## src/rtl/reg_read_stage.sv

```systemverilog
// Register-read pipeline stage: holds one instruction, reads both source
// operands from a registered regfile and resolves writeback hazards.
module reg_read_stage #(
   parameter int INT32W       = 32,
   parameter int REGFILE_SIZE = 5
) (
   input  logic                    clk,
   input  logic                    rst,
   input  logic                    inValid,
   output logic                    inReady,
   input  logic [INT32W-1:0]       inInstr,
   output logic [REGFILE_SIZE-1:0] rfRs1,
   output logic [REGFILE_SIZE-1:0] rfRs2,
   input  logic [INT32W-1:0]       rfDataRs1,
   input  logic [INT32W-1:0]       rfDataRs2,
   input  logic                    wbValid,
   input  logic [REGFILE_SIZE-1:0] wbRd,
   input  logic [INT32W-1:0]       wbData,
   output logic                    outValid,
   input  logic                    outReady,
   output logic [INT32W-1:0]       outInstr,
   output logic [REGFILE_SIZE-1:0] outRd,
   output logic [INT32W-1:0]       outRs1Data,
   output logic [INT32W-1:0]       outRs2Data
);

   typedef enum logic [1:0] {
      IDLE = 2'd0,
      READ = 2'd1,
      FULL = 2'd2
   } state_t;

   localparam logic [REGFILE_SIZE-1:0] REG_ZERO = {REGFILE_SIZE{1'b0}};
   localparam logic [INT32W-1:0]       DATA_ZERO = {INT32W{1'b0}};

   state_t                  state_q, state_d;
   logic [INT32W-1:0]       instr_q, instr_d;
   logic [INT32W-1:0]       op1_q, op1_d;
   logic [INT32W-1:0]       op2_q, op2_d;
   logic                    fwd1_vld_q, fwd1_vld_d;
   logic                    fwd2_vld_q, fwd2_vld_d;
   logic [INT32W-1:0]       fwd1_data_q, fwd1_data_d;
   logic [INT32W-1:0]       fwd2_data_q, fwd2_data_d;
   logic                    out_valid_q;

   logic                    accept_s;
   logic [REGFILE_SIZE-1:0] in_rs1_s, in_rs2_s;
   logic [REGFILE_SIZE-1:0] held_rs1_s, held_rs2_s;

   // True when a writeback this edge targets a real (non-x0) source register.
   function automatic logic wb_hits(
      input logic                    wb_valid,
      input logic [REGFILE_SIZE-1:0] wb_rd,
      input logic [REGFILE_SIZE-1:0] rs
   );
      return wb_valid && (wb_rd == rs) && (rs != REG_ZERO);
   endfunction

   // Capture-edge operand priority: x0, live writeback, pending forward, regfile.
   function automatic logic [INT32W-1:0] resolve(
      input logic [REGFILE_SIZE-1:0] rs,
      input logic                    wb_valid,
      input logic [REGFILE_SIZE-1:0] wb_rd,
      input logic [INT32W-1:0]       wb_data,
      input logic                    fwd_vld,
      input logic [INT32W-1:0]       fwd_data,
      input logic [INT32W-1:0]       rf_data
   );
      logic [INT32W-1:0] val;
      if (rs == REG_ZERO) begin
         val = DATA_ZERO;
      end else if (wb_valid && (wb_rd == rs)) begin
         val = wb_data;
      end else if (fwd_vld) begin
         val = fwd_data;
      end else begin
         val = rf_data;
      end
      return val;
   endfunction

   assign in_rs1_s   = inInstr[15 +: REGFILE_SIZE];
   assign in_rs2_s   = inInstr[20 +: REGFILE_SIZE];
   assign held_rs1_s = instr_q[15 +: REGFILE_SIZE];
   assign held_rs2_s = instr_q[20 +: REGFILE_SIZE];

   assign rfRs1 = in_rs1_s;
   assign rfRs2 = in_rs2_s;

   // inReady is a function of state and outReady only, never of inValid.
   assign inReady  = (state_q == IDLE) || ((state_q == FULL) && outReady);
   assign accept_s = inReady && inValid;

   assign outValid   = out_valid_q;
   assign outInstr   = instr_q;
   assign outRd      = instr_q[7 +: REGFILE_SIZE];
   assign outRs1Data = op1_q;
   assign outRs2Data = op2_q;

   // Next-state, instruction latch, accept-edge forwards and operand capture.
   always_comb begin
      state_d     = state_q;
      instr_d     = instr_q;
      op1_d       = op1_q;
      op2_d       = op2_q;
      fwd1_vld_d  = fwd1_vld_q;
      fwd2_vld_d  = fwd2_vld_q;
      fwd1_data_d = fwd1_data_q;
      fwd2_data_d = fwd2_data_q;

      // The regfile returns the pre-write value for a write at the accept edge.
      if (accept_s) begin
         instr_d     = inInstr;
         fwd1_vld_d  = wb_hits(wbValid, wbRd, in_rs1_s);
         fwd2_vld_d  = wb_hits(wbValid, wbRd, in_rs2_s);
         fwd1_data_d = wb_hits(wbValid, wbRd, in_rs1_s) ? wbData : DATA_ZERO;
         fwd2_data_d = wb_hits(wbValid, wbRd, in_rs2_s) ? wbData : DATA_ZERO;
      end else begin
         instr_d     = instr_q;
         fwd1_vld_d  = fwd1_vld_q;
         fwd2_vld_d  = fwd2_vld_q;
      end

      case (state_q)
         IDLE: begin
            if (inValid) begin
               state_d = READ;
            end else begin
               state_d = IDLE;
            end
         end
         READ: begin
            state_d = FULL;
            op1_d = resolve(held_rs1_s, wbValid, wbRd, wbData,
                            fwd1_vld_q, fwd1_data_q, rfDataRs1);
            op2_d = resolve(held_rs2_s, wbValid, wbRd, wbData,
                            fwd2_vld_q, fwd2_data_q, rfDataRs2);
         end
         FULL: begin
            if (outReady) begin
               if (inValid) begin
                  state_d = READ;
               end else begin
                  state_d = IDLE;
               end
            end else begin
               // Held operands must track writebacks while we stall.
               state_d = FULL;
               if (wb_hits(wbValid, wbRd, held_rs1_s)) begin
                  op1_d = wbData;
               end else begin
                  op1_d = op1_q;
               end
               if (wb_hits(wbValid, wbRd, held_rs2_s)) begin
                  op2_d = wbData;
               end else begin
                  op2_d = op2_q;
               end
            end
         end
         default: begin
            state_d = IDLE;
         end
      endcase
   end

   // State, payload and forward registers; reset discards any held instruction.
   always_ff @(posedge clk or negedge rst) begin
      if (!rst) begin
         state_q     <= IDLE;
         instr_q     <= DATA_ZERO;
         op1_q       <= DATA_ZERO;
         op2_q       <= DATA_ZERO;
         fwd1_vld_q  <= 1'b0;
         fwd2_vld_q  <= 1'b0;
         fwd1_data_q <= DATA_ZERO;
         fwd2_data_q <= DATA_ZERO;
         out_valid_q <= 1'b0;
      end else begin
         state_q     <= state_d;
         instr_q     <= instr_d;
         op1_q       <= op1_d;
         op2_q       <= op2_d;
         fwd1_vld_q  <= fwd1_vld_d;
         fwd2_vld_q  <= fwd2_vld_d;
         fwd1_data_q <= fwd1_data_d;
         fwd2_data_q <= fwd2_data_d;
         out_valid_q <= (state_d == FULL);
      end
   end

endmodule

```

## config.mk

```make
export PLATFORM = sky130hd
export DESIGN_NAME = reg_read_stage
export DESIGN_NICKNAME = d
export VERILOG_FILES = /design/src/rtl/reg_read_stage.sv
export SDC_FILE = /design/constraint.sdc
export NUM_CORES = 1
export LEC_CHECK = 0
export ABC_CLOCK_PERIOD_IN_PS = 4290
export CORE_AREA = 2 2 131 133
export DETAILED_ROUTE_END_ITERATION = 12
export DIE_AREA = 0 0 133 135
export DONT_BUFFER_PORTS = 1
export GPL_TIMING_DRIVEN = 0
export PLACE_DENSITY_LB_ADDON = 0.15
export SYNTH_ARGS = -nofsm -noshare
export SYNTH_HDL_FRONTEND = slang
export SYNTH_SLANG_ARGS = --single-unit
```

## constraint.sdc

```tcl
create_clock -name clk -period 4.29 [get_ports clk]
set_clock_uncertainty 0.2 [all_clocks]
set_input_delay 0.6435 -clock clk [delete_from_list [all_inputs] [get_ports clk]]
set_output_delay 0.6435 -clock clk [all_outputs]
set_load 0.01 [all_outputs]
```

Word level (Yosys, flattened, before mapping)
Cells that the tools add are included.
{"block": "classes", "mux": 17, "reduce_logical": 21, "eq_ne": 10}
{"cell": "32-bit 2-to-1 mux", "n": 12}
{"cell": "32-bit one-hot mux with 2 select lines", "n": 2}
{"cell": "5-bit equality test", "n": 4}
{"cell": "5-bit nonzero test", "n": 4}
{"cell": "1-bit logical AND", "n": 10}
{"cell": "5-bit logical NOT", "n": 2}
{"cell": "2-bit one-hot mux with 3 select lines", "n": 1}
{"cell": "3-bit AND reduction", "n": 2}
{"cell": "2-bit equality test, second input constant", "n": 2}
{"cell": "2-bit by 1-bit inequality test with 1-bit output, second input constant", "n": 2}
{"cell": "2-bit by 1-bit equality test with 1-bit output, second input constant", "n": 1}
{"cell": "2-bit logical NOT", "n": 1}
{"cell": "2-bit 2-to-1 mux", "n": 1}
{"cell": "2-bit inequality test, second input constant", "n": 1}
{"cell": "2-bit nonzero test", "n": 1}
{"cell": "1-bit logical OR", "n": 1}
{"cell": "1-bit 2-to-1 mux", "n": 1}
{"block": "totals", "elab_cells": 57, "output_inout_bits": 113, "ff_bits": 165, "inputBits": 138}

Longest topological paths before layout
{"block": "depth", "word_depth": 6, "mapped_depth": 8, "ltp_nobuf": 7}

Least setup slack after synthesis
OpenSTA, ideal clock, no wires.
{"block": "synth_timing", "path_type": "input port to flip-flop", "from": "input wbRd[0]", "to": "register op1_q[10], in the netlist outRs1Data[10]", "required_ns": 3.949, "arrival_time_ns": 2.068, "setup_time_ns": 0.141, "stages": 6, "path_slack_ns": 1.881, "n_path_buf": 2, "path_cell_list": "buf_2 -> xnor2_1 -> nand4_2 -> o41ai_4 -> clkbuf_1 -> a31oi_1"}
{"block": "synth_between", "elab_chain_cells": 5, "elab_cells_between_ends": 8, "classes_between": "eq/ne: 2; mux: 3; reduce/logical: 3"}
{"item": "start: declaration", "line": "17", "source": "input logic [REGFILE_SIZE-1:0] wbRd,"}
{"item": "5-bit equality test *", "line": "56, 72"}
{"item": "1-bit logical AND *", "line": "56, 72"}
{"item": "32-bit 2-to-1 mux / 1-bit logical AND (equally long branches)", "line": "72, 56"}
{"item": "32-bit 2-to-1 mux / 2-bit by 1-bit inequality test with 1-bit output (equally long branches)"}
{"item": "32-bit one-hot mux with 2 select lines / 3-bit AND reduction (equally long branches)"}
{"item": "end signal: assignment", "line": "182", "source": "op1_q <= op1_d;"}
{"item": "end: declaration", "line": "38", "source": "logic [INT32W-1:0] op1_q, op1_d;"}
Mark *: on every way between the ends. The rest lies on a longest branch, timed or not.
A chain may end at the register's enable or synchronous reset.

Worst setup path in the final report
{"block": "layout_timing", "from": "register state_q[0]", "to": "register fwd1_data_q[24]"}
{"block": "layout_between", "elab_chain_cells": 4, "elab_cells_between_ends": 5, "classes_between": "eq/ne: 1; reduce/logical: 4"}
{"item": "start: declaration", "line": "36", "source": "state_t state_q, state_d;"}
{"item": "start signal: assignment", "line": "180", "source": "state_q <= state_d;"}
{"item": "2-bit equality test", "line": "91", "source": "assign inReady = (state_q == IDLE) || ((state_q == FULL) && outReady);"}
{"item": "1-bit logical AND", "line": "91"}
{"item": "1-bit logical OR *", "line": "91"}
{"item": "net inReady", "line": "10", "source": "output logic inReady,"}
{"item": "1-bit logical AND *", "line": "92", "source": "assign accept_s = inReady && inValid;"}
{"item": "end signal: assignment", "line": "186", "source": "fwd1_data_q <= fwd1_data_d;"}
{"item": "end: declaration", "line": "42", "source": "logic [INT32W-1:0] fwd1_data_q, fwd1_data_d;"}
The timed path passes the listed nets; every way through them passes the cells marked *.

==> results.toml <==
[run_status]
status = "complete, but fails checks"
violations = "negative hold slack"

[power_and_ir_drop]
ir_drop_v = 0.000332
switching_share_pct = 35.4
leakage_nw = 3.72
p_clk_share_pct = 30.3
p_per_area_mw_per_mm2 = 565
power_mw = 5.06
seqPwrFrac_pct = 48.9
switchingPower_mw = 1.79
pwr-share-comb_pct = 20.7
intPower_mw = 3.27

[clock_network]
post_cts_buffers = 0
clk_pin_slew_ns = 0.07
clock_latency_ns = 0.42
clockBufferDepth = 2
htreeDepth = 4
clockRootBuffer = "clkbuf_16"
cts_buffers = 17
cts_tree = "built"
cts.repair.resized = 0
cts.sinks = 165

[worst_setup_path]
critPathCaptureType = "flop"
crit_type = "reg2reg"
rr_endpoint = "fwd1_data_q[24]"
slowest_stage = "clkbuf_1"
path_cells = "a21oi_1, nand2_1, inv_2, nand2_1, nor3_2, clkbuf_1, a22o_1"
reg2reg_from = "state_q[0]"
worst_path_most_repeated_cell = "nand2_1"
crit_arrival_ns = 3.16
cp.required_ns = 4.44
start_kind = "flop"
crit_end = "fwd1_data_q[24]"
rr_worst_depth = 7
cp-startpoint = "state_q[0]"
cp_max_fo = 10
cpPeakStageDelay_ns = 0.49
regToRegSetupSlack_ns = 1.29

[logic_synthesis]
synth_top_area_share_pct = 51.1
synth_warnings = 0
synth_edf_count = 0
avgSynthCellArea_um2 = 9.85
ys_seq_area_share_pct = 51.1
yosysTopAreaCell = "dfrtp_1"
ys_top_cells_by_count = "dfrtp_1 (165), nand2_1 (135), nor2_1 (68)"
syn_area_mm2 = 0.00809
synth_cells = 821
synth_ff_type = "dfrtp_1"
synth_cell_type_count = 29
synth_fp_nets = 959
ys_ff_latch = 165
synth-async-reset-ratio_pct = 100
yosysMostFrequentCell = "dfrtp_1"
synthTopCellsByArea = "dfrtp_1 (51%), mux2i_1 (7.8%), a22o_1 (6.9%)"

[sta]
slew_headroom_pct = 40.7
finalSetupTns_ns = 0
period_needed_ns = 3.00
setup_viol = 0
fmax_mhz = 333
rsz0062_at_grt = "no"
period_share_pct = 70.0
finalHoldViolCount = 165
hold-worst-slack_ns = -0.292
fin_ws_ns = 1.29
worst_pin_slew_ns = 0.889
drv_slew = 0

[drt]
wl_um = 25100
first_pass_iters = 5
ant_nets = 0
routed_via_density = 6.23
via_count = 6684
drcViolationCount = 0
drt-initial-drc-count = 533
wl_per_cell_um = 23.4

[place]
dp_hpwl_um = 18100
post-place-ws_ns = 0.968
numPortBuffers = 0
postPlaceCellArea_mm2 = 0.00836
gp_congestion = 0.829

[die]
dieArea_mm2 = 0.0180
rows = 47
die_w_um = 133
fp.coreArea_mm2 = 0.0164
boundaryPins = 251
die_h_um = 135
start_util_pct = 49.3

[global_routing]
track_usage_pct = 28.4
grt_max_degree = 166
antenna_found_initial = 1
grt.overflow.total = 0
grt_pass1_wl_um = 39100
grt_pass1_vias = 6880

[flow_run]
max_cap_violations = 0

[min_path]
hold_path_class = "in2async"

[layout]
layout-drive-gt1-share_pct = 8.45
syn2layout_area_growth_pct = 10.7
fin_nets = 978
design_area_mm2 = 0.00895
[through the flow]
step / instances / utilization [%]
detailed placement: 1041 / 51.0
floorplan: 821 / -
global route: 1073 / 54.6
finish: 1073 / 54.6
global placement: 1041 / 51.0
CTS: 1072 / 54.6
[flip-flops by register name, indices dropped and copies added, names as in the netlist, 2 cells and up]
register / cells
fwd1_data_q: 32
outRs2Data: 32
state_q: 2
outRs1Data: 32
fwd2_data_q: 32
outInstr: 32
[worst min path at each step]
| stage | from | endpoint | slack, ns | depth (start not counted) |
|---|---|---|---|---|
| global route | rst | outRs2Data[28] | -0.31 | 0 |
| global placement | rst | outRs2Data[29] | 0.15 | 0 |
| CTS | rst | outRs1Data[28] | -0.31 | 0 |
| detailed placement | rst | outRs1Data[28] | 0.15 | 0 |
| floorplan | rst | fwd1_data_q[0] | 0.15 | 0 |
| finish | rst | outRs1Data[28] | -0.29 | 0 |
[worst max-delay path: cells and delay by family (launching register included)]
kind            cells  cell delay (ns)
compound gates      2             0.60
simple gates        3             0.98
buf+inv             2             0.76
flops               1             0.40
[power groups by stage]
stage               clock [mW]  combinational, mW  sequential (mW)
finish                    1.53               1.05             2.48
floorplan                    0              0.799             2.37
global placement             0               1.01             2.50
CTS                       1.55               1.05             2.48
global route              1.61               1.17             2.53
detailed placement           0               1.05             2.51
[final cells by class]
cell class / instances / area [um2]
inverter: 2 / 7.51
antenna: 1 / 2.50
clock inverter: 7 / 96.3
buffer: 89 / 420
fill: 1528 / 7450
tap: 220 / 275
multi-input combinational: 565 / 3530
sequential: 165 / 4130
clock buffer: 24 / 492
[placed cells by master, fill, tap and decap left out, types with 2 or more instances in the layout]
cell	instances
buf_4	18
nand4_1	2
o211ai_1	63
clkbuf_16	17
a21oi_1	3
a31oi_1	64
clkinv_4	3
xnor2_1	18
nand2_1	135
or4_1	2
or2_2	2
a21o_1	2
dfrtp_1	165
o41ai_4	2
nor2_1	68
clkinv_2	2
clkbuf_1	55
buf_2	14
mux2i_1	63
inv_2	2
o21ai_0	64
buf_1	4
clkbuf_8	4
nand4_2	2
bufinv_16	2
a22o_1	64
nor3_1	3
nor3_2	2
nor4_1	2
[cell families (layout without fill, tap and decap cells)]
kind of cell           count (synthesis)  in the layout  share of synthesized area (%)
AO/OA/AOI/OAI                        262            262                           22.7
XOR/XNOR                              18             18                           1.95
buffers and inverters                 91            122                           5.29
flip-flops                           165            165                           51.1
multiplexers                          64             64                           7.94
other                                  0              1                              0
AND/OR/NAND/NOR                      221            221                           11.0
[routing by layer]
metal	GRT usage, %	wire length, um	up-vias	part of all wire (%)
met5	0	0	-	0
li1	-	-	3005	-
met2	46.9	12000	346	48
met4	10.3	498	0	2.0
met3	9.35	2470	41	9.8
met1	34.9	10100	3292	40
Power figures use the tool's default switching activity.
==> patch: new RTL, same settings <==
The parameter `REGFILE_SIZE` goes from 5 to 4.
--- a/src/rtl/reg_read_stage.sv
+++ b/src/rtl/reg_read_stage.sv
@@ -3,5 +3,5 @@
 module reg_read_stage #(
    parameter int INT32W       = 32,
-   parameter int REGFILE_SIZE = 5
+   parameter int REGFILE_SIZE = 4
 ) (
    input  logic                    clk,
Interface: changed (resized outRd, rfRs1, rfRs2 and wbRd); port bits go from 251 to 247. No check against the original RTL was run, so the function may have changed too.
==> patch against the original RTL <==
The run still ends with hold timing left. Design area increased by 13%. Utilization increased by 6.8 points. Worst setup slack improved by 0.53 ns. Cell count increased by 5.9%. Non-clock buffer count increased by 35. Synthesized area increased by 14%. Routed wire length increased by 24%. Combinational power increased by 51%. First-iteration DRC count increased by 78%. Power increased by 12%. Sequential cell count unchanged. Highest routed layer unchanged.
==> patch: results (changes against the original RTL) <==
.. list-table::
   :header-rows: 1

   * - Metric
     - Value
   * - Leakage power total
     - 0.00380 uW (+2.3%)
   * - Count of inserted antenna diode cells
     - 0 (-1)
   * - Status
     - finished, violations left
   * - Syn_nets
     - 1021 (+6.5%)
   * - Met1 Wirelength
     - 11600 um (+15%)
   * - Routed vias
     - 8275 (+24%)
   * - Count of endpoints failing hold in the final timing report
     - 165 (unchanged)
   * - End of the worst register-to-register path
     - fwd2_data_q[26]
   * - Met3 routed WL
     - 3700 um (+50%)
   * - First-pass GRT wire length
     - 48000 um (+23%)
   * - Share of synthesized area occupied by flip-flops and latches
     - 44.8% (-6.2 points)
   * - Antenna violations before repair
     - 0 (-1)
   * - Power density over the cells
     - 562 nW/um^2 (-0.52%)
   * - Cell Area, Placed
     - 9490 um^2 (+13%)
   * - Xor/xnor share of the synthesized area
     - 1.41% (-0.54 points)
   * - Post-detailed-placement half-perimeter wirelength
     - 23000 um (+27%)
   * - GR met3 Demand/Resource
     - 11.8% (+2.5 points)
   * - Drt total wl
     - 31200 um (+24%)
   * - End point of the critical path
     - fwd2_data_q[26]
   * - Register-to-register setup slack
     - 1.81 ns (+0.53 ns)
   * - Gate count of the mapped netlist
     - 884 (+7.7%)
   * - Compound-Gate Fraction of Synth Area
     - 25.6% (+2.9 points)
   * - Delay of the slowest cell on the worst path
     - 0.53 ns (+0.04 ns)
   * - Grt met2 use
     - 56.5% (+9.6 points)
   * - Commonest cells in the netlist
     - dfrtp_1 (165), nor3_1 (70), nand2_1 (67)
   * - Final worst hold slack
     - -0.292 ns (+0.000190 ns)
   * - Cell type group with the largest total delay on the critical path
     - compound AO/OA/AOI/OAI gates
   * - Met2 wire length
     - 14600 um (+21%)
   * - Clock share of power
     - 27.3% (-3.0 points)
   * - Vias in the first global route
     - 8211 (+19%)
   * - Violations in the final reports
     - hold timing
## patch: changes by cell type in the layout (fill, tap and decap cells not counted), moves of 7 or more
| cell | before | now |
|---|---|---|
| a311oi_1 | 0 | 64 |
| a31oi_1 | 64 | 32 |
| a41oi_1 | 0 | 32 |
| buf_2 | 14 | 41 |
| clkbuf_1 | 55 | 62 |
| mux2_2 | 1 | 32 |
| nand2_1 | 135 | 67 |
| nand4b_1 | 0 | 32 |
| nor2_1 | 68 | 2 |
| nor3_1 | 3 | 70 |
| o211ai_1 | 63 | 0 |
| o41a_1 | 0 | 32 |
| xnor2_1 | 18 | 5 |
| xor2_1 | 0 | 8 |
## patch: layout make-up
class                           instances  area [um^2]
Clock inverter                         10          123
Multi-Input combinational cell        592         4480
Sequential cell                       165         4130
Clock buffer                           22          464
Tap cell                              220          275
Fill cell                            1365         6330
Inverter                                3         11.3
Buffer                                124          588
